[src/rtl/data_wr_ctrl_if.sv]
// -----------------------------------------------------------------------------
// data_wr_ctrl_if
// Bundles the signals of the data-memory write controller.
//   Posted-write handshake : WR_REQ, WR_ADDR, WR_DATA -> controller, WR_ACK <- controller
//   Word-register commit    : WE (one-hot), WDATA      <- controller
//   Read-side hazard query  : RD_SEL -> controller, RD_HAZ <- controller
//   Status                  : BUSY, COUNT              <- controller
// slave  : controller side.
// master : requester / read-side / word-register side.
// -----------------------------------------------------------------------------
interface data_wr_ctrl_if #(
  parameter int DW    = 16,
  parameter int AW    = 4,
  parameter int DEPTH = 4
);
  localparam int CW = $clog2(DEPTH) + 1;

  logic              WR_REQ;
  logic [AW-1:0]     WR_ADDR;
  logic [DW-1:0]     WR_DATA;
  logic              WR_ACK;
  logic [2**AW-1:0]  WE;
  logic [DW-1:0]     WDATA;
  logic [AW-1:0]     RD_SEL;
  logic              RD_HAZ;
  logic              BUSY;
  logic [CW-1:0]     COUNT;

  modport slave (
    input  WR_REQ, WR_ADDR, WR_DATA, RD_SEL,
    output WR_ACK, WE, WDATA, RD_HAZ, BUSY, COUNT
  );

  modport master (
    output WR_REQ, WR_ADDR, WR_DATA, RD_SEL,
    input  WR_ACK, WE, WDATA, RD_HAZ, BUSY, COUNT
  );
endinterface

[src/rtl/data_wr_ctrl.sv]
// -----------------------------------------------------------------------------
// data_wr_ctrl
// Write-side controller for the 2**AW-word x DW-bit data memory.
// Posted writes are accepted over a valid/ack handshake into an in-order FIFO
// of DEPTH entries and committed one per cycle as a registered one-hot word
// enable plus data. RD_HAZ tells the read side that a write to the address it
// is selecting is still buffered or being committed.
// Ports:
//   CLK  : clock, all state on rising edge
//   RST  : synchronous reset, active-high
//   bus  : data_wr_ctrl_if.slave (handshake, commit, hazard query, status)
// -----------------------------------------------------------------------------
module data_wr_ctrl #(
  parameter int DW    = 16,
  parameter int AW    = 4,
  parameter int DEPTH = 4
) (
  input  logic          CLK,
  input  logic          RST,
  data_wr_ctrl_if.slave bus
);
  localparam int PW = $clog2(DEPTH);
  localparam int CW = PW + 1;
  localparam int NW = 2**AW;

  // FIFO storage holds data only; it is never reset because occupancy is
  // tracked by the pointers and count.
  logic [AW-1:0] r_fifo_addr_p0 [DEPTH];
  logic [DW-1:0] r_fifo_data_p0 [DEPTH];
  logic [PW-1:0] r_wr_ptr;
  logic [PW-1:0] r_rd_ptr;
  logic [CW-1:0] r_count;

  logic [NW-1:0] r_we_p1;
  logic [DW-1:0] r_wdata_p1;

  logic          w_ack;
  logic          w_push;
  logic          w_pop;
  logic          w_haz;

  // Acceptance depends only on registered occupancy and reset, so there is no
  // combinational path from WR_REQ or the drain side back to WR_ACK.
  assign w_ack  = !RST && (r_count < CW'(DEPTH));
  assign w_push = bus.WR_REQ && w_ack;
  assign w_pop  = !RST && (r_count != '0);

  // ---- stage p0: posted-write FIFO ----
  always_ff @(posedge CLK) begin
    if (w_push) begin
      r_fifo_addr_p0[r_wr_ptr] <= bus.WR_ADDR;
      r_fifo_data_p0[r_wr_ptr] <= bus.WR_DATA;
    end
  end

  always_ff @(posedge CLK) begin
    if (RST) begin
      r_wr_ptr <= '0;
      r_rd_ptr <= '0;
      r_count  <= '0;
    end else begin
      if (w_push) r_wr_ptr <= r_wr_ptr + 1'b1;
      if (w_pop)  r_rd_ptr <= r_rd_ptr + 1'b1;
      r_count <= r_count + CW'(w_push) - CW'(w_pop);
    end
  end

  // ---- stage p1: commit to word registers ----
  // WDATA holds its last value on idle cycles; only WE drops.
  always_ff @(posedge CLK) begin
    if (RST) begin
      r_we_p1    <= '0;
      r_wdata_p1 <= '0;
    end else if (w_pop) begin
      r_we_p1    <= NW'(1) << r_fifo_addr_p0[r_rd_ptr];
      r_wdata_p1 <= r_fifo_data_p0[r_rd_ptr];
    end else begin
      r_we_p1    <= '0;
    end
  end

  // Only slots in [rd_ptr, rd_ptr+count) hold live writes; stale slots are
  // masked by comparing the ring offset against the occupancy.
  always_comb begin
    w_haz = r_we_p1[bus.RD_SEL];
    for (int i = 0; i < DEPTH; i++) begin
      if ((CW'(i) < r_count) &&
          (r_fifo_addr_p0[r_rd_ptr + PW'(i)] == bus.RD_SEL)) begin
        w_haz = 1'b1;
      end
    end
  end

  assign bus.WR_ACK = w_ack;
  assign bus.WE     = r_we_p1;
  assign bus.WDATA  = r_wdata_p1;
  assign bus.RD_HAZ = w_haz;
  assign bus.BUSY   = (r_count != '0) || (r_we_p1 != '0);
  assign bus.COUNT  = r_count;
endmodule

[src/flat_wrapper.sv]
// flat-port wrapper written by rule: the top's interface ports become plain ports
module data_wr_ctrl_flat 
#(
  parameter int DW    = 16,
  parameter int AW    = 4,
  parameter int DEPTH = 4
)
  (CLK, RST, bus_WR_REQ, bus_WR_ADDR, bus_WR_DATA, bus_RD_SEL, bus_WR_ACK, bus_WE, bus_WDATA, bus_RD_HAZ, bus_BUSY, bus_COUNT);
  data_wr_ctrl_if #(.DW(DW), .AW(AW), .DEPTH(DEPTH)) bus_i ();
  input  logic CLK;
  input  logic RST;
  input wire logic [$bits(bus_i.WR_REQ)-1:0] bus_WR_REQ;
  input wire logic [$bits(bus_i.WR_ADDR)-1:0] bus_WR_ADDR;
  input wire logic [$bits(bus_i.WR_DATA)-1:0] bus_WR_DATA;
  input wire logic [$bits(bus_i.RD_SEL)-1:0] bus_RD_SEL;
  output wire logic [$bits(bus_i.WR_ACK)-1:0] bus_WR_ACK;
  output wire logic [$bits(bus_i.WE)-1:0] bus_WE;
  output wire logic [$bits(bus_i.WDATA)-1:0] bus_WDATA;
  output wire logic [$bits(bus_i.RD_HAZ)-1:0] bus_RD_HAZ;
  output wire logic [$bits(bus_i.BUSY)-1:0] bus_BUSY;
  output wire logic [$bits(bus_i.COUNT)-1:0] bus_COUNT;
  assign bus_i.WR_REQ = bus_WR_REQ;
  assign bus_i.WR_ADDR = bus_WR_ADDR;
  assign bus_i.WR_DATA = bus_WR_DATA;
  assign bus_i.RD_SEL = bus_RD_SEL;
  assign bus_WR_ACK = bus_i.WR_ACK;
  assign bus_WE = bus_i.WE;
  assign bus_WDATA = bus_i.WDATA;
  assign bus_RD_HAZ = bus_i.RD_HAZ;
  assign bus_BUSY = bus_i.BUSY;
  assign bus_COUNT = bus_i.COUNT;
  data_wr_ctrl #(.DW(DW), .AW(AW), .DEPTH(DEPTH)) u_core (.CLK(CLK), .RST(RST), .bus(bus_i));
endmodule
[config.mk]
export PLATFORM = sky130hd
export DESIGN_NAME = data_wr_ctrl_flat
export DESIGN_NICKNAME = d
export VERILOG_FILES = /design/src/rtl/data_wr_ctrl_if.sv /design/src/rtl/data_wr_ctrl.sv /design/src/flat_wrapper.sv
export SDC_FILE = /design/constraint.sdc
export NUM_CORES = 1
export LEC_CHECK = 0
export CORE_ASPECT_RATIO = 0.6
export CORE_MARGIN = 5
export CORE_UTILIZATION = 52
export DETAILED_ROUTE_END_ITERATION = 10
export PLACE_DENSITY = 0.76
export SLEW_MARGIN = 20
export SYNTH_ARGS = -nofsm -noshare
export SYNTH_HDL_FRONTEND = slang
export SYNTH_SLANG_ARGS = --single-unit
export TNS_END_PERCENT = 10
[constraint.sdc]
create_clock -name CLK -period 4.1 [get_ports CLK]
set_clock_uncertainty 0.05 [all_clocks]
set_input_delay 0.82 -clock CLK [delete_from_list [all_inputs] [get_ports CLK]]
set_output_delay 0.82 -clock CLK [all_outputs]
set_load 0.1 [all_outputs]
==> results.yml <==
clock_tree:
  cts_num_sinks: 121
  numCtsBuffers: 17
  post_cts_buffers: 0
  cts_tree: "built"
  path_clk_slew_ns: 0.05
  root_buffer: "clkbuf_16"
  cts_buffer_depth: 2
  clock_latency_ns: 0.41
  cts.htree.levels: 4
sta:
  hold_ws_ns: 0.3985
  rsz0062_at_grt: "false"
  fin_setup_tns_ns: 0
  max_freq_ghz: 0.2588
  worst_pin_slew_ns: 1.002
  hold_viol_final: 0
  drv_slew: 0
  period_share: 0.9425
  setup_viol: 0
  min_period_ns: 3.864
  slew_headroom: 0.3300
placed_design:
  dp_hpwl_um: 7303
  gp_congestion: 0.8518
  port_buffers: 64
logic_synthesis:
  synth_seq_area_share: 0.6494
  ys_top_cells_by_count: "edfxtp_1, dfxtp_1, nand2_1, mux4_2, nor2_1"
  yosys.area.top_type: "edfxtp_1"
  synth_top_cells_by_area: "edfxtp_1, dfxtp_1, mux4_2"
  synth_ff_type: "edfxtp_1"
  synth_most_common_cell: "edfxtp_1"
  ys_warn_count: 0
  synth_nets: 354
  synth_cell_type_count: 29
  ys_ff_latch: 121
  synth_area_um2: 4964
  synthArstFlopShare: 0
  yosys.area.top_type_share: 0.4840
  synth_cells: 318
  avgSynthCellArea_um2: 15.61
  synth_edf_count: 80
route:
  drcViolationCount: 0
  routedWlPerCell_um: 19.38
  drt_wl_total_um: 10460
  ant_nets: 0
  drtIter0Drc: 292
  viasPerCell: 5.461
  dr.pass1.iters: 4
  vias: 2949
worst_setup_path:
  worstPathMaxFanout: 5
  start_kind: "input pin"
  endpoint_kind: "primary output"
  crit_type: "input pin to primary output"
  worstPathArrival_ns: 2.99
  crit_required_ns: 3.23
hold_path:
  hold_path_class: "flip-flop to flip-flop"
floorplanning:
  start_util: 0.5362
  io-pin-count: 65
  core_um2: 9256
  dieHeight_um: 85.68
  dieArea_um2: 11660
  fp.dieW_um: 136.1
  rows: 27
cells_and_area:
  seq_area_um2: 3224
  syn_to_final_growth_pct: 29.17
  multi_input_comb_area_um2: 1647
  antenna_cells: 0
  fin_nets: 434
  fin_util: 0.6926
  drive_above_1_share: 0.2000
  nFillCells: 633
job:
  maxCapViolCount: 0
global_routing:
  grt_pass1_wl_um: 16930
  antenna_found_initial: 0
  grt_pass1_vias: 3132
  grt_start_max_net_pins: 27
  grt_util_met1: 0.2822
  met3_usage: 0.06389
  grt-busiest-layer: "met2"
  gr-total-overflow: 0
  groute.usage.overall: 0.1974
  use_met2: 0.2887
power:
  ir_worst_vdd_mv: 0.5133
  cellPowerDensity_nw_per_um2: 794.6
  p_leak_nw: 2.236
outcome:
  outcome: "finished, final reports clean"
## logic make-up after synthesis
family                     Yosys count  synth area share
muxes                               37            0.1702
DFF                                121            0.6494
AOI/OAI and AO/OA                   20           0.02244
adders and majority gates            9           0.02420
xor gates and xnor gates            19           0.03353
buffers and inverters               23           0.01992
and+or+nand+nor                     89           0.08041
## flip-flops by register name, summed over array words and instances (netlist names), named ones only
register               flops
u_core.bus.WDATA          16
u_core.bus.COUNT           3
u_core.r_wr_ptr            2
u_core.r_rd_ptr            2
u_core.r_fifo_addr_p0     16
u_core.bus.WE             16
u_core.r_fifo_data_p0     64
## worst paths after layout
| path | endpoint | from | slack (ns) | cells past startpoint |
|---|---|---|---|---|
| hold / removal | u_core.bus.WDATA[15] | u_core.bus.WDATA[15] | 0.40 | 2 |
| setup reg to reg | u_core.bus.COUNT[2] | u_core.bus.COUNT[2] | 1.94 | 7 |
| hold reg to reg | u_core.bus.WDATA[15] | u_core.bus.WDATA[15] | 0.40 | 2 |
| setup / recovery | bus_RD_HAZ | bus_RD_SEL[1] | 0.24 | 6 |
## timing repair
action | in CTS | in global routing
hold endpoints to repair | 0 | 0
setup endpoints to repair | 1 | 1
gates resized for setup | 1 | 3
hold buffers | 0 | 0
## cell usage in the layout, fill, tap and decap left out, types with 2 or more instances in the layout
cell,count
clkdlybuf4s50_1,59
buf_4,14
mux4_2,34
nor3b_1,2
xnor2_1,13
and2_1,2
edfxtp_1,80
clkinv_2,3
nor4_1,4
bufinv_16,3
and3_1,5
clkbuf_16,17
nand2_1,37
clkinvlp_4,2
nor3_1,3
clkbuf_8,3
dfxtp_1,40
a21oi_1,17
clkbuf_1,3
nor2_1,23
inv_1,7
mux4_1,3
nand3_1,5
buf_12,2
nand2b_1,4
xor2_1,6
ha_1,8
## cell type report
cell class,count,share of cell area
Sequential cell,121,0.5029
Multi-Input combinational cell,174,0.2568
Timing Repair Buffer,77,0.1175
Clock buffer,23,0.07455
Tap cell,130,0.02537
Clock inverter,8,0.01874
Inverter,7,0.004098
## metrics by stage
stage	cell area (µm²)	total power, W	std cells	setup slack [ns]
after floorplan	4964	0.003118	318	0.1623
after global placement	5816	0.003591	509	-0.2229
after detailed placement	5816	0.003631	509	-0.2464
after CTS	6412	0.005135	540	0.01830
after global routing	6411	0.005323	540	0.1744
final	6411	0.005094	540	0.2356
## report_power, final
group / leakage, nW / internal, W / total (W) / switching (W)
Clock: 0.289 / 0.000996 / 0.00149 / 0.000494
Sequential: 1.06 / 0.00145 / 0.00161 / 0.000163
Combinational: 0.887 / 0.000676 / 0.00199 / 0.00131
## worst max-delay path, cell delays in order
cell and delay (ns):
clkbuf_2 0.16, mux4_1 0.56, mux4_2 0.46, a41o_1 0.22, or4_1 0.56, buf_12 0.20
## per-layer routing
metal	share of wire	vias up	wire, µm
met3	0.073	9	767
li1	-	1360	-
met4	0.0087	0	91
met1	0.47	1474	4888
met5	0	-	0
met2	0.45	106	4714
(Power assumes the default switching activity.)
==> RTL change, RTL diff (same flow settings) <==
`DEPTH` is set to 4 in 3 places; all go to 2.
--- a/src/rtl/data_wr_ctrl_if.sv
+++ b/src/rtl/data_wr_ctrl_if.sv
@@ -11,7 +11,7 @@
 interface data_wr_ctrl_if #(
   parameter int DW    = 16,
   parameter int AW    = 4,
-  parameter int DEPTH = 4
+  parameter int DEPTH = 2
 );
   localparam int CW = $clog2(DEPTH) + 1;
 
--- a/src/rtl/data_wr_ctrl.sv
+++ b/src/rtl/data_wr_ctrl.sv
@@ -13,7 +13,7 @@
 module data_wr_ctrl #(
   parameter int DW    = 16,
   parameter int AW    = 4,
-  parameter int DEPTH = 4
+  parameter int DEPTH = 2
 ) (
   input  logic          CLK,
   input  logic          RST,
--- a/src/flat_wrapper.sv
+++ b/src/flat_wrapper.sv
@@ -3,7 +3,7 @@
 #(
   parameter int DW    = 16,
   parameter int AW    = 4,
-  parameter int DEPTH = 4
+  parameter int DEPTH = 2
 )
   (CLK, RST, bus_WR_REQ, bus_WR_ADDR, bus_WR_DATA, bus_RD_SEL, bus_WR_ACK, bus_WE, bus_WDATA, bus_RD_HAZ, bus_BUSY, bus_COUNT);
   data_wr_ctrl_if #(.DW(DW), .AW(AW), .DEPTH(DEPTH)) bus_i ();
Interface: changed (resized bus_COUNT); port bits go from 65 to 64. No check against the original RTL was run, so the function may have changed too.
==> RTL change against the unedited design <==
- total power down 48%
- critical path type unchanged
- wire length is 44% lower
- sequential cell count fell by 44
- register-to-register slack gained 340 ps
- synthesized area decreased by 40%
- maximum frequency is 8.3% higher
- sequential power decreased by 38%
- final area down 40%
- critical path depth unchanged
- setup slack improved by 300 ps
==> RTL change: results <==
[global_routing]
track_usage = 0.1724
grt_pass1_wl_um = 9315
grt_pass1_vias = 1817

[worst_setup_path]
reg2reg_to = "u_core.bus.COUNT[1]"
cp_slowest_cell = "clkdlybuf4s50_1"
r2r.worst_path.cells = 8
rrSetupSlack_ps = 2280
worst_path_largest_cell_delay_ps = 690

[timing]
relSlewSlack = 0.3226

[detailed_routing]
vias_per_cell = 5.143
drtIter0Drc = 107
routed_wl_um = 5892

[synthesis]
yosysSeqAreaShare = 0.6535
synth.area.top_cells = "edfxtp_1, dfxtp_1, mux2i_1, nor2_1, a211oi_1"
synth-edff-count = 40
synth_nets = 256

[clock_tree]
clkTransAtPathRegs_ps = 70
cts-root-buf = "clkbuf_8"
clkLatencyLatePin_ps = 340
cts_inserted_buffers = 9

[status]
status = "completed"

[place]
dpl.hpwl_um = 4336
place_ws_ps = 523.6
globalplace.congestion = 0.8509
numPortBuffers = 63
place_inst = 361

[layout]
drive_above_1_share = 0.09428

[min_path]
worstHoldEndpoint = "u_core.bus.WDATA[4]"
min_from = "u_core.bus.WDATA[4]"

[power]
p_leak_uw = 0.001360
peakVddDrop_mv = 0.3298
RTL change: cell types whose count changed after synthesis, moves of 4 or more:
cell,before,now
mux2i_1,0,27
a21oi_1,17,1
buf_4,0,4
nand3_1,5,1
nand2_1,37,7
dfxtp_1,41,37
a211oi_1,0,16
mux4_2,34,4
nor2_1,23,43
xnor2_1,13,3
edfxtp_1,80,40
ha_1,8,2
RTL change: cells by family (layout without fill, tap and decap cells):
| group | count (synthesis) | in the layout | share of synthesized area |
|---|---|---|---|
| AO/OA/AOI/OAI | 21 | 21 | 0.05306 |
| buffers and inverters | 18 | 88 | 0.02948 |
| flip-flops | 77 | 77 | 0.6535 |
| AND/OR/NAND/NOR | 65 | 65 | 0.09431 |
| XOR/XNOR | 11 | 11 | 0.03242 |
| adder cells (fa/ha/maj) | 2 | 2 | 0.008420 |
| multiplexers | 33 | 33 | 0.1288 |
RTL change: area by class of cell:
| type | count | share of cell area |
|---|---|---|
| sequential | 77 | 0.5028 |
| inverter | 5 | 0.004859 |
| timing repair buffer | 67 | 0.1762 |
| multi-input combinational | 132 | 0.2446 |
| tap | 80 | 0.02592 |
| clock buffer | 11 | 0.03661 |
| clock inverter | 5 | 0.009070 |
RTL change: metal layers:
| layer | track usage | vias up | wire length, um | share of wire |
|---|---|---|---|---|
| li1 | - | 948 | - | - |
| met1 | 0.2446 | 927 | 2903 | 0.49 |
| met2 | 0.2469 | 58 | 2552 | 0.43 |
| met3 | 0.05395 | 6 | 376 | 0.064 |
| met4 | 0.07087 | 0 | 59 | 0.010 |
| met5 | 0 | - | 0 | 0 |
RTL change: worst min-delay path: cells and delay by family (launching register included):
kind,cells,cell delay [ps]
DFF,1,310
and+or+nand+nor,1,90
AOI/OAI and AO/OA,1,50
RTL change: worst max-delay path by stage:
| stage | startpoint | to | slack (ps) | cells after the start |
|---|---|---|---|---|
| 6_report | bus_RD_SEL[2] | bus_RD_HAZ | 530 | 6 |
| 5_1_grt | bus_RD_SEL[2] | bus_RD_HAZ | 410 | 6 |
| 4_1_cts | bus_RD_SEL[2] | bus_RD_HAZ | 520 | 6 |
| 3_5_place_dp | bus_RD_SEL[2] | bus_RD_HAZ | 520 | 6 |
| 3_3_place_gp | bus_RD_SEL[2] | bus_RD_HAZ | 590 | 6 |
| 2_1_floorplan | RST | u_core.r_fifo_addr_p0[0][0] | 150 | 4 |
RTL change: where the power goes:
group	switching (uW)	total (uW)	internal (uW)
Clock	268	505	237
Combinational	844	1170	327
Sequential	76.7	994	918
RTL change: through the flow:
step	area, um2	hold slack [ps]	total power (uW)
floorplan	2972	443.2	1933
global placement	3686	436.8	2175
detailed placement	3686	439.8	2191
CTS	3862	450.6	2691
global route	3862	468.1	2793
finish	3862	448.7	2671
